`src/rtl/i2s_receiver.sv`:
```
// Left-justified I2S deserialiser: oversamples asynchronous sclk/lrclk/sd in the clk
// domain and emits a left/right sample pair with a one-cycle valid strobe per frame.
module i2s_receiver #(
  parameter int unsigned WIDTH = 24
) (
  input  logic             clk,
  input  logic             reset,
  input  logic             enable,
  input  logic             sclk,
  input  logic             lrclk,
  input  logic             sd,
  output logic [WIDTH-1:0] left_data,
  output logic [WIDTH-1:0] right_data,
  output logic             valid,
  output logic             frame_error
);

  localparam int unsigned CW = $clog2(WIDTH) + 1;
  localparam logic [CW-1:0] FULL = CW'(WIDTH);

  logic sclk_s1, sclk_s2, sclk_s3;
  logic lr_s1, lr_s2;
  logic sd_s1, sd_s2;
  logic rise_det;

  logic             armed;
  logic             last_lr;
  logic             have_left;
  logic             word_done;
  logic [WIDTH-1:0] shift;
  logic [WIDTH-1:0] left_hold;
  logic [CW-1:0]    bit_cnt;

  // lrclk and sd use the same depth as sclk so each bit pairs with its own word select
  always_ff @(posedge clk) begin
    if (reset || !enable) begin
      sclk_s1 <= 1'b0;
      sclk_s2 <= 1'b0;
      sclk_s3 <= 1'b0;
      lr_s1   <= 1'b0;
      lr_s2   <= 1'b0;
      sd_s1   <= 1'b0;
      sd_s2   <= 1'b0;
    end else begin
      sclk_s1 <= sclk;
      sclk_s2 <= sclk_s1;
      sclk_s3 <= sclk_s2;
      lr_s1   <= lrclk;
      lr_s2   <= lr_s1;
      sd_s1   <= sd;
      sd_s2   <= sd_s1;
    end
  end

  assign rise_det = sclk_s2 & ~sclk_s3;

  always_ff @(posedge clk) begin
    if (reset || !enable) begin
      left_data   <= '0;
      right_data  <= '0;
      valid       <= 1'b0;
      frame_error <= 1'b0;
      armed       <= 1'b0;
      have_left   <= 1'b0;
      word_done   <= 1'b0;
      bit_cnt     <= '0;
      shift       <= '0;
      left_hold   <= '0;
      last_lr     <= 1'b1;
    end else begin
      valid       <= 1'b0;
      frame_error <= 1'b0;
      word_done   <= 1'b0;

      // word_done and rise_det never coincide: sclk edges are at least 4 clk apart
      if (word_done) begin
        if (last_lr) begin
          left_hold <= shift;
          have_left <= 1'b1;
        end else if (have_left) begin
          left_data  <= left_hold;
          right_data <= shift;
          valid      <= 1'b1;
          have_left  <= 1'b0;
        end else begin
          frame_error <= 1'b1;
        end
      end

      if (rise_det) begin
        last_lr <= lr_s2;
        if (!armed) begin
          if (lr_s2 && !last_lr) begin
            armed   <= 1'b1;
            shift   <= {shift[WIDTH-2:0], sd_s2};
            bit_cnt <= CW'(1);
          end
        end else if (lr_s2 != last_lr) begin
          if (bit_cnt != FULL) begin
            frame_error <= 1'b1;
            have_left   <= 1'b0;
          end
          shift   <= {shift[WIDTH-2:0], sd_s2};
          bit_cnt <= CW'(1);
        end else if (bit_cnt < FULL) begin
          shift   <= {shift[WIDTH-2:0], sd_s2};
          bit_cnt <= bit_cnt + CW'(1);
          if (bit_cnt == FULL - CW'(1))
            word_done <= 1'b1;
        end
      end
    end
  end

endmodule
```
`config.mk`:
```
export PLATFORM = sky130hd
export DESIGN_NAME = i2s_receiver
export DESIGN_NICKNAME = d
export VERILOG_FILES = /design/src/rtl/i2s_receiver.sv
export SDC_FILE = /design/constraint.sdc
export NUM_CORES = 1
export LEC_CHECK = 0
export ABC_AREA = 1
export BUFFER_PORTS_ARGS = -buffer_cell sky130_fd_sc_hd__buf_2
export CAP_MARGIN = 10
export CORE_MARGIN = 2
export CORE_UTILIZATION = 60
export CTS_CLUSTER_SIZE = 14
export DETAILED_ROUTE_END_ITERATION = 10
export PLACE_DENSITY = 0.8
export SYNTH_ARGS = -nofsm -noshare
export SYNTH_HDL_FRONTEND = slang
export SYNTH_SLANG_ARGS = --single-unit
```
`constraint.sdc`:
```
create_clock -name clk -period 3.4 [get_ports clk]
set_clock_uncertainty 0.2 [all_clocks]
set_input_delay 0.34 -clock clk [delete_from_list [all_inputs] [get_ports clk]]
set_output_delay 0.34 -clock clk [all_outputs]
set_load 0.1 [all_outputs]
```
# == After elaboration in Yosys (flattened, before gate mapping) ==
# Index checks and enable logic that the tools add are counted.
# totals
wordCells,66
out_inout_bits,50
ff_bits,115
input_bits,6
# op_classes
n_lt_le_gt_ge,1
muxes,25
n_reduce_logical,10
n_eq_ne,4
n_bitwise,7
addsub,1
# ops
op,n
two-way mux 24 bit,4
two-way mux 6 bit,4
two-way mux 1 bit,17
"adder 6 x 1 -> 6 bit, second input constant",1
"equality test 6 x 5 -> 1 bit, second input constant",1
"less-than comparator 6 x 5 -> 1 bit, second input constant",1
"inequality test 6 x 5 -> 1 bit, second input constant",1
NOT 1 bit,6
AND reduction 3 bit,2
OR reduction 5 bit,1
"inequality test 3 x 1 -> 1 bit, second input constant",1
OR reduction 3 bit,1
zero test 1 bit,2
AND reduction 2 bit,1
nonzero test 2 bit,1
bitwise AND 1 bit,1
logical AND 1 bit,1
logical OR 1 bit,1
inequality test 1 bit,1

# == Depth between registers and ports, before layout ==
# depth
depth_word,7
mapped_depth,11
depth_no_buf,9

# == Worst setup path before layout ==
# OpenSTA, ideal clock, no wires.
# synth_timing
path_type,flip-flop to flip-flop
from,register last_lr
to,register shift[13]
stages_incl_launch_ff,11
setup_time_ns,0.116
period_less_slack_ns,1.763
required_ns,3.084
arrival_ns,1.447
slack_ns,1.637
n_path_buf,2
path_cell_list,dfxtp_1 -> inv_1 -> ha_1 -> nand2_2 -> clkinv_1 -> nand2_2 -> nand2_2 -> buf_6 -> buf_6 -> o21ai_0 -> nor2_1
# synth_between
elab_chain_cells,4
elab_cells_between_ends,8
classes_between,eq/ne (2); mux (2); reduce/logical (4)
# synth_lines
element,line,source
from (decl),27,logic last_lr;
from (signal assigned),91,last_lr <= lr_s2;
"parallel branches: the longest is 4 deep, another holds inequality test 3 x 1 -> 1 bit",--,
to (signal assigned),95,"shift <= {shift[WIDTH-2:0], sd_s2};"
to (signal assigned),103,"shift <= {shift[WIDTH-2:0], sd_s2};"
to (signal assigned),106,"shift <= {shift[WIDTH-2:0], sd_s2};"
to (decl),30,logic [WIDTH-1:0] shift;
# Several ways; the timed one is not identified.
# A chain may end at the register's enable or synchronous reset.

# == Worst setup path in the final report ==
# Ends and elaborated chain as after synthesis.

==> impl_metrics.env <==
export IMPL_status="complete, no violations"
export IMPL_p_clk_frac=0.564
export IMPL_rr_endpoint="shift[13]$_SDFFE_PP0P_"
export IMPL_fmax_ghz=0.4691
export IMPL_worstPathMaxFanout=29
export IMPL_postCtsSetupBuffers=0
export IMPL_grt_max_degree=98
export IMPL_regArea_um2=2302
export IMPL_p_per_area_nw_per_um2=638.9
export IMPL_maxCapViolCount=0
export IMPL_synthTopCellsByArea="dfxtp_1, o21ai_0, nor2_1, inv_1, a21oi_1"
export IMPL_fin_crit_ns=2.132
export IMPL_final_fill_count=475
export IMPL_synth_nets=532
export IMPL_p_leak_nw=1.974
export IMPL_r2r_slack_ns=1.27
export IMPL_design_portCount=56
export IMPL_cp_num_buf_inv=3
export IMPL_cts_resized=0
export IMPL_synth_cell_types=25
export IMPL_die_area_um2=7635
export IMPL_fin_nets=581
export IMPL_antenna_found_initial=0
export IMPL_critPathSlowestCell="dfxtp_1"
export IMPL_hold_depth=3
export IMPL_endpoint_kind="flop"
export IMPL_path_delay_family="simple AND/OR/NAND/NOR gates"
export IMPL_final_common_cell="dfxtp_1"
export IMPL_avgViaCountPerCell=5.181
export IMPL_placementRows=30
export IMPL_gr_total_overflow=0
export IMPL_drt_iter0_markers=290
export IMPL_slowest_delay_ns=0.34
export IMPL_min_path_type="primary input to flop"
export IMPL_cts_buffer_depth=2
export IMPL_cts_tree="built"
export IMPL_place_area_um2=4418
export IMPL_rr_startpoint="last_lr$_SDFFE_PP1N_"
export IMPL_setup_viol=0
export IMPL_worst_slew_pin_slew_ns=0.7995
export IMPL_yosys_warnings=0
export IMPL_vdd_ir_drop_max_mv=0.4031
export IMPL_synthCells=523
export IMPL_hold_violations=0
export IMPL_hold_buffers=3
export IMPL_route_antenna_remaining_nets=0
export IMPL_worstPathRequired_ns=3.65
export IMPL_core_area_um2=6756
export IMPL_htree_levels=4
export IMPL_post_drt_wl_per_cell_um=12.89
export IMPL_clock_sinks=115
export IMPL_slew_violations=0
export IMPL_slew_headroom=0.4657
export IMPL_gp_congestion=0.8518
export IMPL_worstSetupPathDepth=9
export IMPL_post_route_period_util=0.6269
export IMPL_path_cells="inv_1 > ha_1 > nand2_2 > clkinv_1 > nand2_2 > nand2_2 > inv_8 > nor2_1 > nor2_1"
export IMPL_p_int_mw=2.612
export IMPL_wl_um=8561
export IMPL_fin_area_um2=5064
export IMPL_criticalPathCategory="flop to flop"
export IMPL_ff2ff_path_depth=9
export IMPL_cp_arrival_ns=2.38
export IMPL_clock_latency_ns=0.51
export IMPL_die_h_um=87.38
export IMPL_seqPwrFrac=0.418
export IMPL_yosysSeqAreaShare=0.5519
export IMPL_start_kind="flop"
export IMPL_root_buffer="clkbuf_8"
export IMPL_setup_tns_ns=0
export IMPL_min_delay_start="reset"
export IMPL_synth_top_area_share=0.5519
export IMPL_syn_area_um2=4172
export IMPL_hold_end="last_lr$_SDFFE_PP1N_"
export IMPL_multi_input_area_um2=1433
export IMPL_ys_ff_latch=115
export IMPL_synth_area_leader_cell="dfxtp_1"
export IMPL_num_vias=3440
export IMPL_dp_hpwl_um=5148
export IMPL_cts_reportedPaths_clkPinSlew_ns=0.06
export IMPL_areaGrowthSynthToFinish_pct=21.39
export IMPL_path_common_cell="nand2_2"
export IMPL_swShare=0.1927
export IMPL_initial_utilization=0.6174
export IMPL_antenna_cells=0
export IMPL_rsz0062_at_grt="false"
export IMPL_syn_area_per_cell_um2=7.976
export IMPL_post_route_util=0.7494
export IMPL_layout_drive_gt1_share=0.1764
export IMPL_grt_pass1_vias=3027
export IMPL_drc=0
export IMPL_p_switching_mw=0.6234
export IMPL_p_total_mw=3.235
export IMPL_dieWidth_um=87.38
export IMPL_portBuffers=55
export IMPL_cts_buffers=17
export IMPL_grt_total_usage=0.2358
export IMPL_pwr_share_comb=0.018
export IMPL_grt_first_pass_wirelength_um=13880
export IMPL_mostFrequentLayoutCells="dfxtp_1, nor2_1, o21ai_0, inv_1, buf_2"
export IMPL_firstDrtPassIters=5
[per-stage QoR]
| stage | std cells | setup WS (ns) | hold slack (ns) |
|---|---|---|---|
| after detailed placement | 630 | 1.295 | 0.2073 |
| after global routing | 664 | 1.102 | 0.05262 |
| after CTS | 664 | 1.267 | 0.02509 |
| after floorplan | 523 | 1.637 | 0.1936 |
| final | 664 | 1.268 | 0.02905 |
| after global placement | 630 | 1.337 | 0.1979 |
[registers in the layout, summed over array words and instances, names as in the netlist]
register     count
armed            1
lr_s1            1
valid            1
sclk_s2          1
left_hold       24
bit_cnt          6
last_lr          1
word_done        1
lr_s2            1
right_data      24
sd_s2            1
sd_s1            1
sclk_s1          1
left_data       24
frame_error      1
shift           24
sclk_s3          1
have_left        1
[how the worst max path moves through the flow]
stage / end / slack [ns] / start
after detailed placement: left_data[23]$_SDFFE_PP0P_ / 1.29 / enable
final: shift[13]$_SDFFE_PP0P_ / 1.27 / last_lr$_SDFFE_PP1N_
after global placement: right_data[21]$_SDFFE_PP0P_ / 1.34 / reset
after global routing: left_hold[7]$_SDFFE_PP0P_ / 1.10 / word_done$_SDFF_PP0_
after CTS: left_hold[10]$_SDFFE_PP0P_ / 1.27 / word_done$_SDFF_PP0_
after floorplan: shift[13]$_SDFFE_PP0P_ / 1.64 / last_lr$_SDFFE_PP1N_
[routing by layer]
metal	wire length [um]	track usage	up-vias
met5	0	0	-
met2	3783	0.3581	107
met3	557	0.08152	6
met1	4167	0.3133	1569
li1	-	-	1758
met4	53	0.08252	0
[synthesized netlist by cell type]
library cell / number
nor4_1: 1
buf_6: 3
buf_12: 1
nor2_1: 106
buf_2: 6
nand4_1: 4
nor2_2: 7
a21oi_1: 50
inv_8: 1
clkbuf_2: 1
clkinv_1: 1
nand2_1: 17
clkbuf_1: 19
dfxtp_1: 115
ha_1: 3
inv_1: 72
nor3_1: 2
a211oi_1: 1
buf_1: 1
nand2_2: 4
nand3_1: 7
nor2_4: 1
and3_1: 1
o21ai_0: 98
nor3_2: 1
[final cells by class]
cell class              instances  share of cell area
flip-flops and latches        115              0.4547
multi-input cells             303              0.2829
clock buffers                  22             0.09143
repair buffers                 61             0.06474
inverters                      74             0.05634
clock inverters                 9             0.03015
well taps                      80             0.01977
[tightest hold or removal path, stage by stage]
cell,delay [ns]
buf_2,0.10
nor2_4,0.14
nand3_1,0.12
[logic make-up after synthesis]
| group | share of synthesized area |
|---|---|
| flip-flops | 0.5519 |
| AND/OR/NAND/NOR | 0.1521 |
| adder cells (fa/ha/maj) | 0.008999 |
| buffers and inverters | 0.1077 |
| AO/OA/AOI/OAI | 0.1794 |
[power groups by stage]
stage	combinational (mW)	sequential, mW	clock, mW
floorplan	0.0407	1.38	0
global placement	0.0529	1.38	0
detailed placement	0.0536	1.38	0
CTS	0.0578	1.35	1.83
global route	0.0662	1.35	1.90
finish	0.0582	1.35	1.82
Power figures use the tool's default switching activity.
